### config.mk
export PLATFORM = sky130hd
export DESIGN_NAME = my_dmaster
export DESIGN_NICKNAME = d
export VERILOG_FILES = /design/src/rtl/my_dmaster_pkg.sv /design/src/rtl/my_gap_timer.sv /design/src/rtl/my_dmaster.sv
export SDC_FILE = /design/constraint.sdc
export NUM_CORES = 1
export LEC_CHECK = 0
export ABC_AREA = 1
export CORE_MARGIN = 5
export CORE_UTILIZATION = 40
export DETAILED_ROUTE_END_ITERATION = 10
export GPL_ROUTABILITY_DRIVEN = 0
export PLACE_DENSITY_LB_ADDON = 0.05
export SETUP_SLACK_MARGIN = 0.05
export SYNTH_ARGS = -nofsm -noshare
export SYNTH_HDL_FRONTEND = slang
export SYNTH_SLANG_ARGS = --single-unit
### constraint.sdc
create_clock -name csi_clk -period 1.95 [get_ports csi_clk]
set_input_delay 0.585 -clock csi_clk [delete_from_list [all_inputs] [get_ports csi_clk]]
set_output_delay 0.585 -clock csi_clk [all_outputs]
set_load 0.02 [all_outputs]
### src/rtl/my_dmaster_pkg.sv
// Shared types and constants for the my_dmaster Avalon-MM write master.
package my_dmaster_pkg;

  typedef enum logic [1:0] {IDLE, WRITE, GAP, DONE} state_t;

  localparam int SENT_W = 16;

  // Counter width that holds GAP_CYCLES-1, never narrower than one bit.
  function automatic int gap_width(input int gap);
    return (gap > 1) ? $clog2(gap) : 1;
  endfunction

endpackage

### src/rtl/my_gap_timer.sv
// Loadable down-counter that times the idle gap between writes.
module my_gap_timer #(
  parameter int W = 2
) (
  input  logic         csi_clk,
  input  logic         rsi_reset,
  input  logic         load,
  input  logic [W-1:0] value,
  input  logic         enable,
  output logic         zero
);

  logic [W-1:0] count;

  always_ff @(posedge csi_clk) begin
    if (rsi_reset) begin
      count <= '0;
    end else if (load) begin
      count <= value;
    end else if (enable && (count != '0)) begin
      count <= count - 1'b1;
    end
  end

  assign zero = (count == '0);

endmodule

### src/rtl/my_dmaster.sv
// Avalon-MM write master: issues N_WRITES single-beat writes per start, GAP_CYCLES apart.
module my_dmaster
  import my_dmaster_pkg::*;
#(
  parameter int DATA_W     = 8,
  parameter int ADDR_W     = 4,
  parameter int BASE_ADDR  = 0,
  parameter int N_WRITES   = 16,
  parameter int GAP_CYCLES = 4
) (
  input  logic              csi_clk,
  input  logic              rsi_reset,
  output logic [ADDR_W-1:0] avm_m0_address,
  output logic              avm_m0_write,
  output logic [DATA_W-1:0] avm_m0_writedata,
  input  logic              avm_m0_waitrequest,
  input  logic              coe_m0_start,
  input  logic              coe_m0_abort,
  output logic              coe_m0_busy,
  output logic              coe_m0_done,
  output logic [SENT_W-1:0] coe_m0_sent,
  output logic [1:0]        dbg_state
);

  localparam int                GAP_W    = gap_width(GAP_CYCLES);
  localparam logic [GAP_W-1:0]  GAP_LOAD = GAP_W'((GAP_CYCLES > 0) ? GAP_CYCLES - 1 : 0);
  localparam logic [SENT_W-1:0] LAST_IDX = SENT_W'(N_WRITES - 1);

  state_t            state;
  logic [SENT_W-1:0] index;
  logic              abort_pend;
  logic              abort_now;
  logic              last_write;
  logic              gap_load;
  logic              gap_enable;
  logic              gap_zero;

  // Handshake: a write transfers on a rising edge where avm_m0_write=1 and
  // avm_m0_waitrequest=0; while stalled, address/write/writedata stay frozen.
  assign abort_now  = abort_pend | coe_m0_abort;
  assign last_write = (index == LAST_IDX);
  assign gap_load   = (state == WRITE) && !avm_m0_waitrequest && !last_write &&
                      !abort_now && (GAP_CYCLES != 0);
  assign gap_enable = (state == GAP);

  assign avm_m0_address = ADDR_W'(BASE_ADDR);
  assign dbg_state      = state;

  my_gap_timer #(.W(GAP_W)) u_gap_timer (
    .csi_clk   (csi_clk),
    .rsi_reset (rsi_reset),
    .load      (gap_load),
    .value     (GAP_LOAD),
    .enable    (gap_enable),
    .zero      (gap_zero)
  );

  always_ff @(posedge csi_clk) begin
    if (rsi_reset) begin
      state            <= IDLE;
      index            <= '0;
      abort_pend       <= 1'b0;
      avm_m0_write     <= 1'b0;
      avm_m0_writedata <= '0;
      coe_m0_busy      <= 1'b0;
      coe_m0_done      <= 1'b0;
      coe_m0_sent      <= '0;
    end else begin
      coe_m0_done <= 1'b0;
      if ((state != IDLE) && coe_m0_abort) begin
        abort_pend <= 1'b1;
      end
      case (state)
        IDLE: begin
          if (coe_m0_start) begin
            state            <= WRITE;
            index            <= '0;
            avm_m0_write     <= 1'b1;
            avm_m0_writedata <= '0;
            coe_m0_busy      <= 1'b1;
          end
        end
        WRITE: begin
          // Nothing moves until the slave releases waitrequest.
          if (!avm_m0_waitrequest) begin
            coe_m0_sent      <= coe_m0_sent + 1'b1;
            index            <= index + 1'b1;
            avm_m0_writedata <= DATA_W'(index + 1'b1);
            if (last_write || abort_now) begin
              state        <= DONE;
              avm_m0_write <= 1'b0;
              coe_m0_done  <= 1'b1;
            end else if (GAP_CYCLES == 0) begin
              state <= WRITE;
            end else begin
              state        <= GAP;
              avm_m0_write <= 1'b0;
            end
          end
        end
        GAP: begin
          if (gap_zero) begin
            if (abort_now) begin
              state       <= DONE;
              coe_m0_done <= 1'b1;
            end else begin
              state        <= WRITE;
              avm_m0_write <= 1'b1;
            end
          end
        end
        DONE: begin
          state       <= IDLE;
          coe_m0_busy <= 1'b0;
          abort_pend  <= 1'b0;
        end
        default: state <= IDLE;
      endcase
    end
  end

endmodule

Word level (Yosys, flattened, before mapping) --
Cells that the tools add are included.
Word-level totals: output and inout bits 33, flip-flop bits (word level) 48, logic and storage cells 70, bits of input ports 5
Operators by class: multiplexer cells 25, eq/ne operators 8, $add $sub $neg 3, reductions and logical operators 23, bitwise gates (word level) 2
Operators with widths (count):
- 16-bit by 1-bit adder with 16-bit output (second input constant) | 2
- 16-bit 2-to-1 mux | 2
- 16-bit case mux with 2 select lines | 1
- 16-bit by 4-bit equality test with 1-bit output (second input constant) | 1
- 8-bit 2-to-1 mux | 2
- 8-bit case mux with 2 select lines | 1
- 2-bit 2-to-1 mux | 6
- 2-bit nonzero test | 5
- 1-bit 2-to-1 mux | 9
- 2-bit != test (second input constant) | 4
- 2-bit case mux with 4 select lines | 1
- 3-bit AND reduction | 2
- 1-bit logical AND | 5
- 5-bit AND reduction | 1
- 2-bit equality test (second input constant) | 2
- 2-bit zero test | 2
- 1-bit case mux with 2 select lines | 2
- 2-bit AND reduction | 2
- 1-bit zero test | 3
- 1-bit case mux with 3 select lines | 1
- 3-bit nonzero test | 1
- 2-bit by 1-bit equality test with 1-bit output (second input constant) | 1
- 2-bit OR reduction | 1
- 2-bit by 1-bit subtractor with 2-bit output (second input constant) | 1
- other kinds (3) | 3

Depth between registers and ports, before layout --
Gate-level depths: netlist (run 1).
word-level depth 5, depth in mapped cells 11, gate-level depth less buffers 11

Hierarchy --
From an unflattened synthesis (run 1), not the netlist that was laid out.
Unflattened totals: cells, all modules 317, area total of the unflattened synthesis 2179.6 um^2
Modules (own cells, without submodules):
- my_dmaster | sequential area each 760.7 um^2, area an instance 2039.5 um^2, instances 1, cells each 292
- my_gap_timer | sequential area each 40.0 um^2, area an instance 140.1 um^2, instances 1, cells each 25

Worst setup path after synthesis (run 1) --
No wires, ideal clock.
path type register -> register, start point register state[0] (netlist: dbg_state[0]), end point register index[12], clock period less this slack 1839 ps, library setup time 115 ps, data required time 1835 ps, cell stages (with the launch flop) 11, path slack 111 ps, arrival time 1724 ps, buffers on the path 0, path through dfxtp_1 -> inv_1 -> ha_1 -> nand2_1 -> nand2_1 -> a21oi_1 -> nand2_1 -> inv_1 -> nand4_1 -> nand2_1 -> nor2_1
Between the ends: longest elaborated chain between the ends 3, elaborated cells on any way between the ends 7, classes of those cells eq/ne: 3; mux: 1; reduce/logical: 3
RTL lines:
- start, declared | line my_dmaster.sv:29 | state_t state;
- start signal, assigned | line my_dmaster.sv:60 | state <= IDLE;
- start signal, assigned | line my_dmaster.sv:76 | state <= WRITE;
- start signal, assigned | line my_dmaster.sv:90 | state <= DONE;
- 2-bit by 1-bit equality test with 1-bit output or 2-bit zero test (tied branches) | line my_dmaster.sv:73 | case (state)
- 2-bit != test (no line) or 2-bit nonzero test (tied branches)
- 3-bit AND reduction (no line)
- end signal, assigned | line my_dmaster.sv:87 | index <= index + 1'b1;
- end, declared | line my_dmaster.sv:30 | logic [SENT_W-1:0] index;
Several ways; a longest one is shown, not always the timed one. A chain may end at the register's enable or synchronous reset.

Worst setup path in the final report (run 1) --
start point register coe_m0_sent[2], end point output coe_m0_sent[2]
RTL lines:
- start, declared | line my_dmaster.sv:21 | output logic [SENT_W-1:0] coe_m0_sent,
- start signal, assigned | line my_dmaster.sv:86 | coe_m0_sent <= coe_m0_sent + 1'b1;
No word-level cell between the ends.

==> results of run 1 <==
power groups by stage:
stage | sequential, mW | clock (mW) | combinational, mW
6_report | 0.909 | 0.576 | 0.758
3_3_place_gp | 0.929 | 0 | 0.749
5_1_grt | 0.922 | 0.642 | 0.852
3_5_place_dp | 0.928 | 0 | 0.749
4_1_cts | 0.910 | 0.600 | 0.743
2_1_floorplan | 0.977 | 0 | 0.352
kinds of logic (layout without fill, tap and decap cells):
family,count (synthesis),in the layout,share of synthesized area (%)
buffers and inverters,56,106,12.6
AO/OA/AOI/OAI,54,54,13.5
other,1,4,0.178
flip-flops,40,40,38.0
adder cells (fa/ha/maj),8,8,4.75
AND/OR/NAND/NOR,147,147,31.0
what timing repair did:
item / in CTS / in global routing
hold buffers: 0 / 0
pin swaps: 0 / 1
endpoints found under the setup margin: 13 / 20
resized for setup: 13 / 12
buffers inserted: 0 / 1
final cells by class:
cell class | instances | area, µm² | share of cell area (%)
repair buffers | 57 | 512 | 18.9
inverters | 41 | 154 | 5.69
multi-input cells | 213 | 1060 | 39.3
clock buffers | 8 | 90.1 | 3.33
flip-flops and latches | 40 | 801 | 29.6
well taps | 70 | 87.6 | 3.24
placed cells by master, fill, tap and decap left out, drive strengths merged:
master and instances:
a22oi 1, nand3b 2, conb 4, and3 1, ha 8, a31oi 3
clkdlybuf4s50 13, a21oi 29, o21bai 1, nand2 69, nor2 47, dlymetal6s2s 7
dlygate4sd2 13, inv 41, clkbuf 8, o21ai 18, nand4 4, buf 24
o21a 1, nand3 12, a211oi 1, nor3b 1, or2 1, dfxtp 40
nor3 10
state kept, by name, indices dropped and copies added, names as in the netlist:
signal and cells:
index 9, coe_m0_sent 16, u_gap_timer.count 2, coe_m0_busy 1, coe_m0_done 1, avm_m0_write 1
avm_m0_writedata 7, abort_pend 1, dbg_state 2
path summary, 6_finish.rpt:
check                         end  cells after the start           start  slack, ns
hold reg to reg    coe_m0_sent[6]                      2  coe_m0_sent[5]       0.49
setup / recovery   coe_m0_sent[2]                      1  coe_m0_sent[2]        0.1
hold / removal     coe_m0_sent[6]                      2  coe_m0_sent[5]       0.49
setup reg to reg  coe_m0_sent[13]                     10    dbg_state[1]       0.24
worst min-delay path, cell delays in order, from the launching register on:
cell	delay [ns]
dfxtp_1	0.32
nand2_1	0.07
a21oi_1	0.06
metrics by stage:
stage / cell area, µm² / cells / power [mW] / setup slack (ns) / util [%]
finish: 2710 / 429 / 2.24 / 0.0999 / 53.0
global route: 2710 / 429 / 2.42 / 0.0239 / 53.0
CTS: 2670 / 428 / 2.25 / 0.0519 / 52.3
detailed placement: 2600 / 420 / 1.68 / -0.209 / 50.9
global placement: 2600 / 420 / 1.68 / -0.154 / 50.9
floorplan: 2120 / 309 / 1.33 / 0.111 / -
metal layers:
layer	vias up	share of wire (%)	GRT usage, %
li1	1070	-	-
met1	895	48	20.6
met3	8	3.7	3.25
met2	28	47	25.6
met5	-	0	0
met4	0	1.5	5.88
cells in the mapped netlist, drive strengths merged, types with 2 or more instances:
library cell   n
nand2         69
nor2          47
clkbuf         2
ha             8
a31oi          3
dfxtp         40
nand4          4
buf           13
nor3          10
o21ai         18
nand3         12
a21oi         29
nand3b         2
inv           41
==> metrics.cfg, run 1 <==
[layout]
area_growth_syn_to_layout_pct=28.4
antenna-diode-count=0
num-nets-final=371
drive_gt1_share_pct=11.7
nFillCells=523

[synthesis]
async_flop_share_pct=0
synth_cells=306
synth_area_leaders=dfxtp_1 (38%), nand2_1 (12%), nor2_1 (8.0%)
synth.distinct_cells=31
synth-edff-count=0
synth_ff_type=dfxtp_1
synth_area_um2=2110
ys_seq_area_share_pct=38.0
synth_area_per_cell_um2=6.89
synth_warnings=0
synth_top_area_share_pct=38.0
yosys.area.top_type=dfxtp_1
ys_ff_latch=40

[cts]
clk_pin_slew_ns=0.07
cts_inserted_buffers=5
insertion_delay_ns=0.29
cts_tree=done
h-tree-depth=2
cts-root-buf=clkbuf_8
cts.sinks=40
clockBufferDepth=2

[placement]
io_buffer_count=33
dp_hpwl_mm=3.68

[setup_path]
setup.worst_path.end_class=primary output
worst-path-buf-inv=1
required_ns=1.36
setup.worst_path.class=reg -> out
crit_chain=clkdlybuf4s50_1
critPathArrivalTime_ns=1.27
crit_slowest_cell=clkdlybuf4s50_1
worst-path-max-fanout=3
crit_family=buffers and inverters
max_stage_delay_ns=0.62
worst_setup_path_start_kind=register

[floorplanning]
core.rowCount=26
fp.dieH_um=82.6
die_x_um=82.6
core_um2=5110
ioPinCount=38
start_util_pct=41.3
die_area_um2=6820

[detailed_routing]
drt-wirelength-per-cell_um=11.2
via_per_inst=4.66
drtAntennaViolNets=0
dr.pass1.iters=4
drt_wl_total_mm=4.81
vias=2001
drt-initial-drc-count=81
drc_errors=0

[pwr]
cellInternalPower_mw=1.49
powerDensity_nw_per_um2=829
pwr-share-seq_pct=40.5
pwr-share-comb_pct=33.8
p_sw_share_pct=33.4
power_switching_uw=748
p_leak_nw=1.32
power_frac_clock_pct=25.7
peakVddDrop_uv=475

[flow_run]
drv_cap=0

[status]
outcome=complete, no violations

[grt]
antenna_found_initial=0
grt_pass1_vias=1901
overflow=0
grt_util_all_layers_pct=15.8
grt_max_degree=16
grt_pass1_wl_mm=8.34

[sta]
max_freq_mhz=541
setup_viol=0
rsz0062_at_grt=true
period_share_pct=94.9
holdWs_ns=0.490
final.setup_skew_ns=0.00509
layout_min_cycle_time_ns=1.85
setup_tns_ns=0
finalHoldViolations=0
drv_slew=0

[worst_hold_path]
hp-class=reg -> reg

Note: power is estimated with default switching activity, not from simulation.
==> run 2: changes to the inputs <==
--- a/config.mk
+++ b/config.mk
@@ -10,6 +10,7 @@
 export CORE_UTILIZATION = 40
 export DETAILED_ROUTE_END_ITERATION = 10
 export GPL_ROUTABILITY_DRIVEN = 0
+export HOLD_SLACK_MARGIN = 0.06
 export PLACE_DENSITY_LB_ADDON = 0.05
 export SETUP_SLACK_MARGIN = 0.05
 export SYNTH_ARGS = -nofsm -noshare
==> constraint.sdc (replaced) <==
create_clock -name csi_clk -period 1.95 [get_ports csi_clk]
set_input_delay 0.585 -clock csi_clk [delete_from_list [all_inputs] [get_ports csi_clk]]
set_output_delay 0.585 -clock csi_clk [all_outputs]
set_load 0.1 [all_outputs]
==> run 2 against run 1 <==
- worst hold slack better by 0.0090 ns
- global-route usage hardly changed
- via count is 0.95% higher
- wire length is 1.7% higher
- clock-buffer cell count is 3 lower
- final cell count is 0.70% lower
- fmax is 4.8% higher
- largest power group is now combinational logic
- design area is 11% higher
- highest routed layer unchanged
- die area stayed put
- combinational power is 50% higher
- core utilization is 5.9 points higher
==> metrics.cfg, run 2 (synthesis results as in run 1) <==
[layout]
area_growth_syn_to_layout_pct=42.7
antenna-diode-count=0
top_regs=coe_m0_sent: 16 flops, index: 9 flops, avm_m0_writedata: 7 flops
nFillCells=483
largest_reg_flops=16
regMostFlops=coe_m0_sent
drive_gt1_share_pct=22.8
seq_area_um2=817
mostFrequentLayoutCell=nand2_1
num-nets-final=369
multi_input_area_um2=1080
stdcell_count=426
final_cell_mix=nand2_1 (67), nor2_1 (45), inv_1 (40)
utilization_pct=58.9

[grt]
grtUsageMet3_pct=3.69
use_met2_pct=26.1
grt.busiest_layer=met2
grt_pass1_wl_mm=8.34
grt_max_degree=16
grt_pass1_vias=1903
overflow=0
use_met1_pct=20.2
antenna_found_initial=0
grt_util_all_layers_pct=15.8

[floorplanning]
fp.dieH_um=82.6
die_x_um=82.6
core_um2=5110
die_area_um2=6820
core.rowCount=26
ioPinCount=38
start_util_pct=41.3

[sta]
final.setup_skew_ns=0.00579
max_freq_mhz=566
setup_viol=0
finalHoldViolations=0
layout_min_cycle_time_ns=1.77
drv_slew=0
period_share_pct=90.5
setup_tns_ns=0
rsz0062_at_grt=true
fin_ws_ns=0.185

[cts]
clk_pin_slew_ns=0.08
cts_tree=done
clockBufferDepth=2
h-tree-depth=2
cts_inserted_buffers=5
cts-root-buf=clkbuf_8
cts.sinks=40
insertion_delay_ns=0.29

[placement]
dp_hpwl_mm=3.73
io_buffer_count=33
place_inst=419
dp_slack_ns=-0.214

[pwr]
p_leak_nw=1.27
power_switching_mw=1.07
powerDensity_nw_per_um2=871
power_mw=2.62
p_sw_share_pct=40.8
cellInternalPower_mw=1.55
pwr-share-seq_pct=36.2
peakVddDrop_uv=899
power_frac_clock_pct=20.4
pwr-share-comb_pct=43.3

[setup_path]
worst_setup_path_start_kind=register
setup.worst_path.class=reg -> reg
setup.worst_path.end_class=register
required_ns=2.14
critPathArrivalTime_ns=1.96
worst-path-max-fanout=7

[worst_hold_path]
hp-class=reg -> reg

[detailed_routing]
dr.pass1.iters=4
drt_wl_total_mm=4.89
drt-initial-drc-count=66
drtAntennaViolNets=0
via_per_inst=4.74
drc_errors=0
drt-wirelength-per-cell_um=11.5
vias=2020

[flow_run]
drv_cap=0

[status]
outcome=complete, no violations

-- run 2: through the flow --
stage,area (µm²),hold slack (ns)
final,3010,0.499
after global routing,3010,0.524
after CTS,2980,0.502
after detailed placement,2900,0.487
after global placement,2900,0.481
after floorplan,2140,0.459
-- run 2: area by class of cell --
type	instances	area share (%)
Multi-Input combinational cell	213	35.9
Clock buffer	5	2.29
Clock inverter	2	0.374
Timing Repair Buffer	55	26.1
Inverter	41	5.24
Tap cell	70	2.91
Sequential cell	40	27.2
-- run 2: routing by layer --
metal	part of all wire [%]	wire (µm)	vias to the layer above
met5	0	0	-
met4	1.4	69	0
met3	3.7	179	6
met2	47	2290	36
met1	48	2350	913
li1	-	-	1065
-- run 2: power by group through the flow --
| stage | clock network, mW | registers, mW | logic [mW] |
|---|---|---|---|
| detailed placement | 0 | 0.959 | 1.10 |
| finish | 0.535 | 0.950 | 1.14 |
| floorplan | 0 | 1.21 | 0.414 |
| global route | 0.592 | 0.960 | 1.23 |
| global placement | 0 | 0.962 | 1.09 |
| CTS | 0.559 | 0.942 | 1.10 |
-- run 2: timing repair --
action	CTS	global route
resized for setup	0	7
endpoints found under the setup margin	0	12
buffers inserted	0	0
hold buffers	0	0
-- run 2: worst max-delay path, cell delays in order, from the launching register on --
cell and delay, ns:
dfxtp_4 0.39, inv_1 0.12, ha_1 0.23, buf_4 0.15, inv_1 0.07, a21oi_2 0.25, nand2_1 0.17, inv_1 0.10
nand4_1 0.07, nand2_1 0.07, nor2_1 0.05
-- run 2: path summary, 6_finish.rpt --
| check | from | to | slack, ns | depth (start not counted) |
|---|---|---|---|---|
| worst max-delay path | dbg_state[0] | index[12] | 0.18 | 10 |
| worst min-delay path | coe_m0_sent[5] | coe_m0_sent[6] | 0.50 | 2 |
| worst max register to register | dbg_state[0] | index[12] | 0.18 | 10 |
| worst min register to register | coe_m0_sent[5] | coe_m0_sent[6] | 0.50 | 2 |
